<file path="src/rtl/ballot_unit_ctrl.sv">
// Ballot unit front end: conditions the push-buttons, issues one ballot per release and emits clean vote pulses.
// Optional audit counters are enabled with the BALLOT_AUDIT_EN macro.
module ballot_unit_ctrl #(
  parameter int DEBOUNCE_CYCLES = 16,
  parameter int DB_WIDTH        = 5,
  parameter int ARM_TIMEOUT     = 100,
  parameter int BUZZ_CYCLES     = 8,
  parameter int WIDTH           = 7
) (
  input  logic clk,
  input  logic rst,
  input  logic switch_on_evm,
  input  logic voting_in_progress,
  input  logic btn_release_raw,
  input  logic btn_c1_raw,
  input  logic btn_c2_raw,
  input  logic btn_c3_raw,
  output logic candidate_ready,
  output logic vote_candidate_1,
  output logic vote_candidate_2,
  output logic vote_candidate_3,
  output logic ballot_lamp,
  output logic buzzer,
  output logic multi_press_err
`ifdef BALLOT_AUDIT_EN
  ,
  output logic [WIDTH-1:0] audit_ballots_issued,
  output logic [WIDTH-1:0] audit_votes_cast
`endif
);

  localparam int TMR_MAX = (ARM_TIMEOUT > BUZZ_CYCLES) ? ARM_TIMEOUT : BUZZ_CYCLES;
  localparam int TMR_W   = $clog2(TMR_MAX + 1);

  typedef enum logic [2:0] {
    S_LOCKED, S_ARM, S_OPEN, S_VOTE, S_BEEP, S_WAIT_REL
  } state_t;

  // Channel 0 is the release button, channels 1..3 are the candidates.
  logic [3:0]          raw;
  logic [3:0]          sync1_q, sync2_q;
  logic [3:0]          db_q, db_d, dbp_q, rise_q;
  logic [DB_WIDTH-1:0] cnt_q [4];
  logic [DB_WIDTH-1:0] cnt_d [4];

  state_t              state_q, state_d;
  logic [TMR_W-1:0]    tmr_q, tmr_d;
  logic [2:0]          sel_q, sel_d;
  logic [2:0]          cand_lvls;
  logic                err_d;

  logic                cand_q, lamp_q, buzz_q, err_q;
  logic [2:0]          vote_q;

  assign raw = {btn_c3_raw, btn_c2_raw, btn_c1_raw, btn_release_raw};

  always_comb begin
    for (int i = 0; i < 4; i++) begin
      db_d[i]  = db_q[i];
      cnt_d[i] = '0;
      if (sync2_q[i] != db_q[i]) begin
        if (cnt_q[i] == DB_WIDTH'(DEBOUNCE_CYCLES - 1)) begin
          db_d[i] = sync2_q[i];
        end else begin
          cnt_d[i] = cnt_q[i] + 1'b1;
        end
      end
    end
  end

  always_ff @(posedge clk or negedge rst) begin
    if (!rst) begin
      sync1_q <= '0;
      sync2_q <= '0;
      db_q    <= '0;
      dbp_q   <= '0;
      rise_q  <= '0;
      for (int i = 0; i < 4; i++) cnt_q[i] <= '0;
    end else begin
      sync1_q <= raw;
      sync2_q <= sync1_q;
      db_q    <= db_d;
      dbp_q   <= db_q;
      rise_q  <= db_q & ~dbp_q;
      for (int i = 0; i < 4; i++) cnt_q[i] <= cnt_d[i];
    end
  end

  assign cand_lvls = db_q[3:1];

  always_comb begin
    state_d = state_q;
    tmr_d   = tmr_q;
    sel_d   = sel_q;
    err_d   = 1'b0;
    case (state_q)
      S_LOCKED: begin
        tmr_d = '0;
        if (rise_q[0]) state_d = S_ARM;
      end
      S_ARM: begin
        if (voting_in_progress) begin
          state_d = S_OPEN;
          tmr_d   = '0;
        end else if (tmr_q == TMR_W'(ARM_TIMEOUT - 1)) begin
          state_d = S_LOCKED;
          tmr_d   = '0;
        end else begin
          tmr_d = tmr_q + 1'b1;
        end
      end
      S_OPEN: begin
        // Loss of the evm handshake wins over a button edge in the same cycle.
        if (!voting_in_progress) begin
          state_d = S_LOCKED;
        end else if (|rise_q[3:1]) begin
          if ($onehot(cand_lvls)) begin
            state_d = S_VOTE;
            sel_d   = cand_lvls;
          end else if ($countones(cand_lvls) >= 2) begin
            err_d = 1'b1;
          end
        end
      end
      S_VOTE: begin
        state_d = S_BEEP;
        tmr_d   = '0;
      end
      S_BEEP: begin
        if (tmr_q == TMR_W'(BUZZ_CYCLES - 1)) begin
          state_d = S_WAIT_REL;
          tmr_d   = '0;
        end else begin
          tmr_d = tmr_q + 1'b1;
        end
      end
      S_WAIT_REL: begin
        if (cand_lvls == 3'b000) state_d = S_LOCKED;
      end
      default: state_d = S_LOCKED;
    endcase
    if (!switch_on_evm) begin
      state_d = S_LOCKED;
      tmr_d   = '0;
      err_d   = 1'b0;
    end
  end

  // Outputs are registered from the next state so they change on the same edge as the state.
  always_ff @(posedge clk or negedge rst) begin
    if (!rst) begin
      state_q <= S_LOCKED;
      tmr_q   <= '0;
      sel_q   <= '0;
      cand_q  <= 1'b0;
      lamp_q  <= 1'b0;
      buzz_q  <= 1'b0;
      err_q   <= 1'b0;
      vote_q  <= '0;
    end else begin
      state_q <= state_d;
      tmr_q   <= tmr_d;
      sel_q   <= sel_d;
      cand_q  <= (state_d == S_ARM);
      lamp_q  <= (state_d == S_OPEN) || (state_d == S_VOTE);
      buzz_q  <= (state_d == S_BEEP);
      err_q   <= err_d;
      vote_q  <= (state_d == S_VOTE) ? sel_d : 3'b000;
    end
  end

  assign candidate_ready  = cand_q;
  assign ballot_lamp      = lamp_q;
  assign buzzer           = buzz_q;
  assign multi_press_err  = err_q;
  assign vote_candidate_1 = vote_q[0];
  assign vote_candidate_2 = vote_q[1];
  assign vote_candidate_3 = vote_q[2];

`ifdef BALLOT_AUDIT_EN
  logic [WIDTH-1:0] issued_q, issued_d, cast_q, cast_d;

  always_comb begin
    issued_d = issued_q;
    cast_d   = cast_q;
    if (!switch_on_evm) begin
      issued_d = '0;
      cast_d   = '0;
    end else begin
      if (state_q == S_ARM && state_d == S_OPEN && !(&issued_q)) issued_d = issued_q + 1'b1;
      if (state_q == S_VOTE && !(&cast_q)) cast_d = cast_q + 1'b1;
    end
  end

  always_ff @(posedge clk or negedge rst) begin
    if (!rst) begin
      issued_q <= '0;
      cast_q   <= '0;
    end else begin
      issued_q <= issued_d;
      cast_q   <= cast_d;
    end
  end

  assign audit_ballots_issued = issued_q;
  assign audit_votes_cast     = cast_q;
`endif

endmodule

</file>
<file path="config.mk">
export PLATFORM = sky130hd
export DESIGN_NAME = ballot_unit_ctrl
export DESIGN_NICKNAME = d
export VERILOG_FILES = /design/src/rtl/ballot_unit_ctrl.sv
export SDC_FILE = /design/constraint.sdc
export NUM_CORES = 1
export LEC_CHECK = 0
export ABC_CLOCK_PERIOD_IN_PS = 4900
export CAP_MARGIN = 20
export CORE_MARGIN = 10
export CORE_UTILIZATION = 43
export CTS_BUF_LIST = sky130_fd_sc_hd__clkbuf_4 sky130_fd_sc_hd__clkbuf_8
export DETAILED_ROUTE_END_ITERATION = 10
export GPL_TIMING_DRIVEN = 0
export SLEW_MARGIN = 20
export SYNTH_ARGS = -nofsm -noshare
export SYNTH_HDL_FRONTEND = slang
export SYNTH_SLANG_ARGS = --single-unit
</file>
<file path="constraint.sdc">
create_clock -name clk -period 4.9 [get_ports clk]
set_input_delay 0.98 -clock clk [delete_from_list [all_inputs] [get_ports clk]]
set_output_delay 0.98 -clock clk [all_outputs]
set_load 0.05 [all_outputs]
</file>
==> results.ini <==
[worst_setup_path]
endpoint_kind=primary output
slowest_stage=clkdlybuf4s50_1
path_max_fanout=1
critPathTopFamily=buffers and inverters
cpPeakStageDelay_ns=0.80
required_ns=3.92
worstPathArrival_ns=1.49
cp_cell_sequence=clkdlybuf4s50_1
crit_buf_inv=1
critPathLaunchType=register
critical_path_class=register to primary output

[yosys]
synth_edf_count=0
netlist_instances=216
ys_top_cells_by_area=dfrtp_1, xor2_1, nor2_1, nand3_1, ha_1
syn_area_per_cell_sq_um=11.3
async_reset_ff_share_pct=100
syn-num-nets=230
yosysWarnings=0
ys_seq_area_share_pct=58.7
synth_area_sq_um=2430
synth_top_cell_by_area=dfrtp_1
synth_seq_cells=57
ys_types=41
ys.flop_type=dfrtp_1
synthDominantCellAreaShare_pct=58.7

[cts]
cts.sinks=57
cts_resized=0
postCtsSetupBuffers=0
clock_path_buffers=2
clk_latency_ns=0.33
ctsHoldBuffers=0
cts_tree=built
clkTransAtPathRegs_ns=0.07
cts-htree-levels=3
clock-root-buffer=clkbuf_8
numCtsBuffers=9

[layout]
diodes=0
final_cell_mix=dfrtp_1, nor2_1, nand2_1
utilization_pct=51.8
nets=255
drive_gt1_share_pct=11.0
syn_to_final_growth_pct=17.3
stdcell_count=318
final_common_cell=dfrtp_1

[floorplanning]
core_region_area_sq_um=5510
die_x_um=95.2
initial_core_util_pct=44.1
rows=27
io_pins=15
dieArea_sq_um=9060
die-height_um=95.2

[global_route]
grt_antenna_before_repair=0
grt_pass1_vias=1620
grt_pass1_wl_um=7270
grt_max_degree=58
grt-ovfl-total=0
grt_use_total_pct=10.5

[pwr]
power_density_nw_per_um2=331
vdd_ir_drop_max_v=0.000267
p_total_uw=946
p_leak_nw=1.36

[detailed_routing]
drc_errors=0
drtAntennaViolNets=0
drt_iter0_drc=40
wire_per_inst_um=12.8
vias_per_cell=5.08
drt-pass1-iter-count=4
wirelength_um=4090
vias=1617

[timing]
tns_ns=0
max_freq_mhz=405
rsz0062_at_grt=false
setup_viol=0
hold_violations=0
fin_crit_sh_pct=50.3
min_period_ns=2.47
finalMaxSlewViolations=0
max_slew_margin_pct=54.6
tightest_slew_ns=0.681
clock_skew_ns=0.00870

[min_path]
hold_class=register to register

[placement]
place.gp.congestion=0.801
dp_hpwl_um=2800
placedCellCount=302
port_buffers=14

[outcome]
status=finished, final reports clean

[flow_run]
cap_violations=0

-- sequential cells by signal, indices dropped and copies added, names as in the netlist --
name and flops:
vote_q 3, sync1_q 4, multi_press_err 1, rise_q 4, candidate_ready 1, ballot_lamp 1
cnt_q 20, state_q 3, db_q 4, dbp_q 4, tmr_q 7, sync2_q 4
buzzer 1
-- routing by layer --
metal | wire length, um | GRT usage, %
met1 | 1880 | 11.7
met2 | 1900 | 16.3
met3 | 260 | 5.81
met4 | 50 | 4.36
met5 | 0 | 0
-- synth_stat cells (all sizes together), types with 3 or more instances --
cell and n:
dfrtp 57, and2 6, and4b 3, nand2b 3, xor2 13, inv 7
nand3 14, a21oi 9, ha 5, nand2 15, nor2 25, nor4bb 3
buf 3, or3 3, and3 5, nor2b 4, o21ai 14, clkbuf 3
-- stage by stage --
step	cell area (sq um)	setup slack, ns	hold WS, ns
2_1_floorplan	2430	3.07	0.331
5_1_grt	2850	2.38	0.363
4_1_cts	2850	2.41	0.351
3_5_place_dp	2660	2.38	0.335
6_report	2850	2.43	0.348
3_3_place_gp	2660	1.09	0.333
-- cell type report --
type                    count  area, sq um
flip-flops and latches     57         1430
clock buffers               9          124
plain buffers               6         35.0
clock inverters             7         70.1
fillers                   487         2650
multi-input cells         146          943
well taps                  72         90.1
inverters                   7         26.3
repair buffers             14          138
-- report_power, final --
group          switching [mW]  internal (mW)
logic                  0.0203         0.0142
registers             0.00720          0.482
clock network           0.188          0.234
-- logic make-up after synthesis --
logic type,synth area share (%)
xor+xnor,4.68
mux,0.926
flops,58.7
compound gates,9.93
fa+ha+maj,3.40
simple gates,19.9
buf+inv,2.52
-- final timing paths --
path / depth (start not counted) / start / end / slack, ns
max: 1 / vote_q[1]$_DFF_PN0_ / vote_candidate_2 / 2.43
max in group asynchronous: 1 / rst / sync2_q[2]$_DFF_PN0_ / 3.76
min: 0 / sync1_q[1]$_DFF_PN0_ / sync2_q[1]$_DFF_PN0_ / 0.35
max reg2reg: 6 / db_q[1]$_DFFE_PN0P_ / vote_q[2]$_DFF_PN0_ / 2.93
min reg2reg: 0 / sync1_q[1]$_DFF_PN0_ / sync2_q[1]$_DFF_PN0_ / 0.35
min in group asynchronous: 1 / rst / tmr_q[2]$_DFFE_PN0P_ / 0.69
Note: power is estimated with default switching activity, not from simulation.
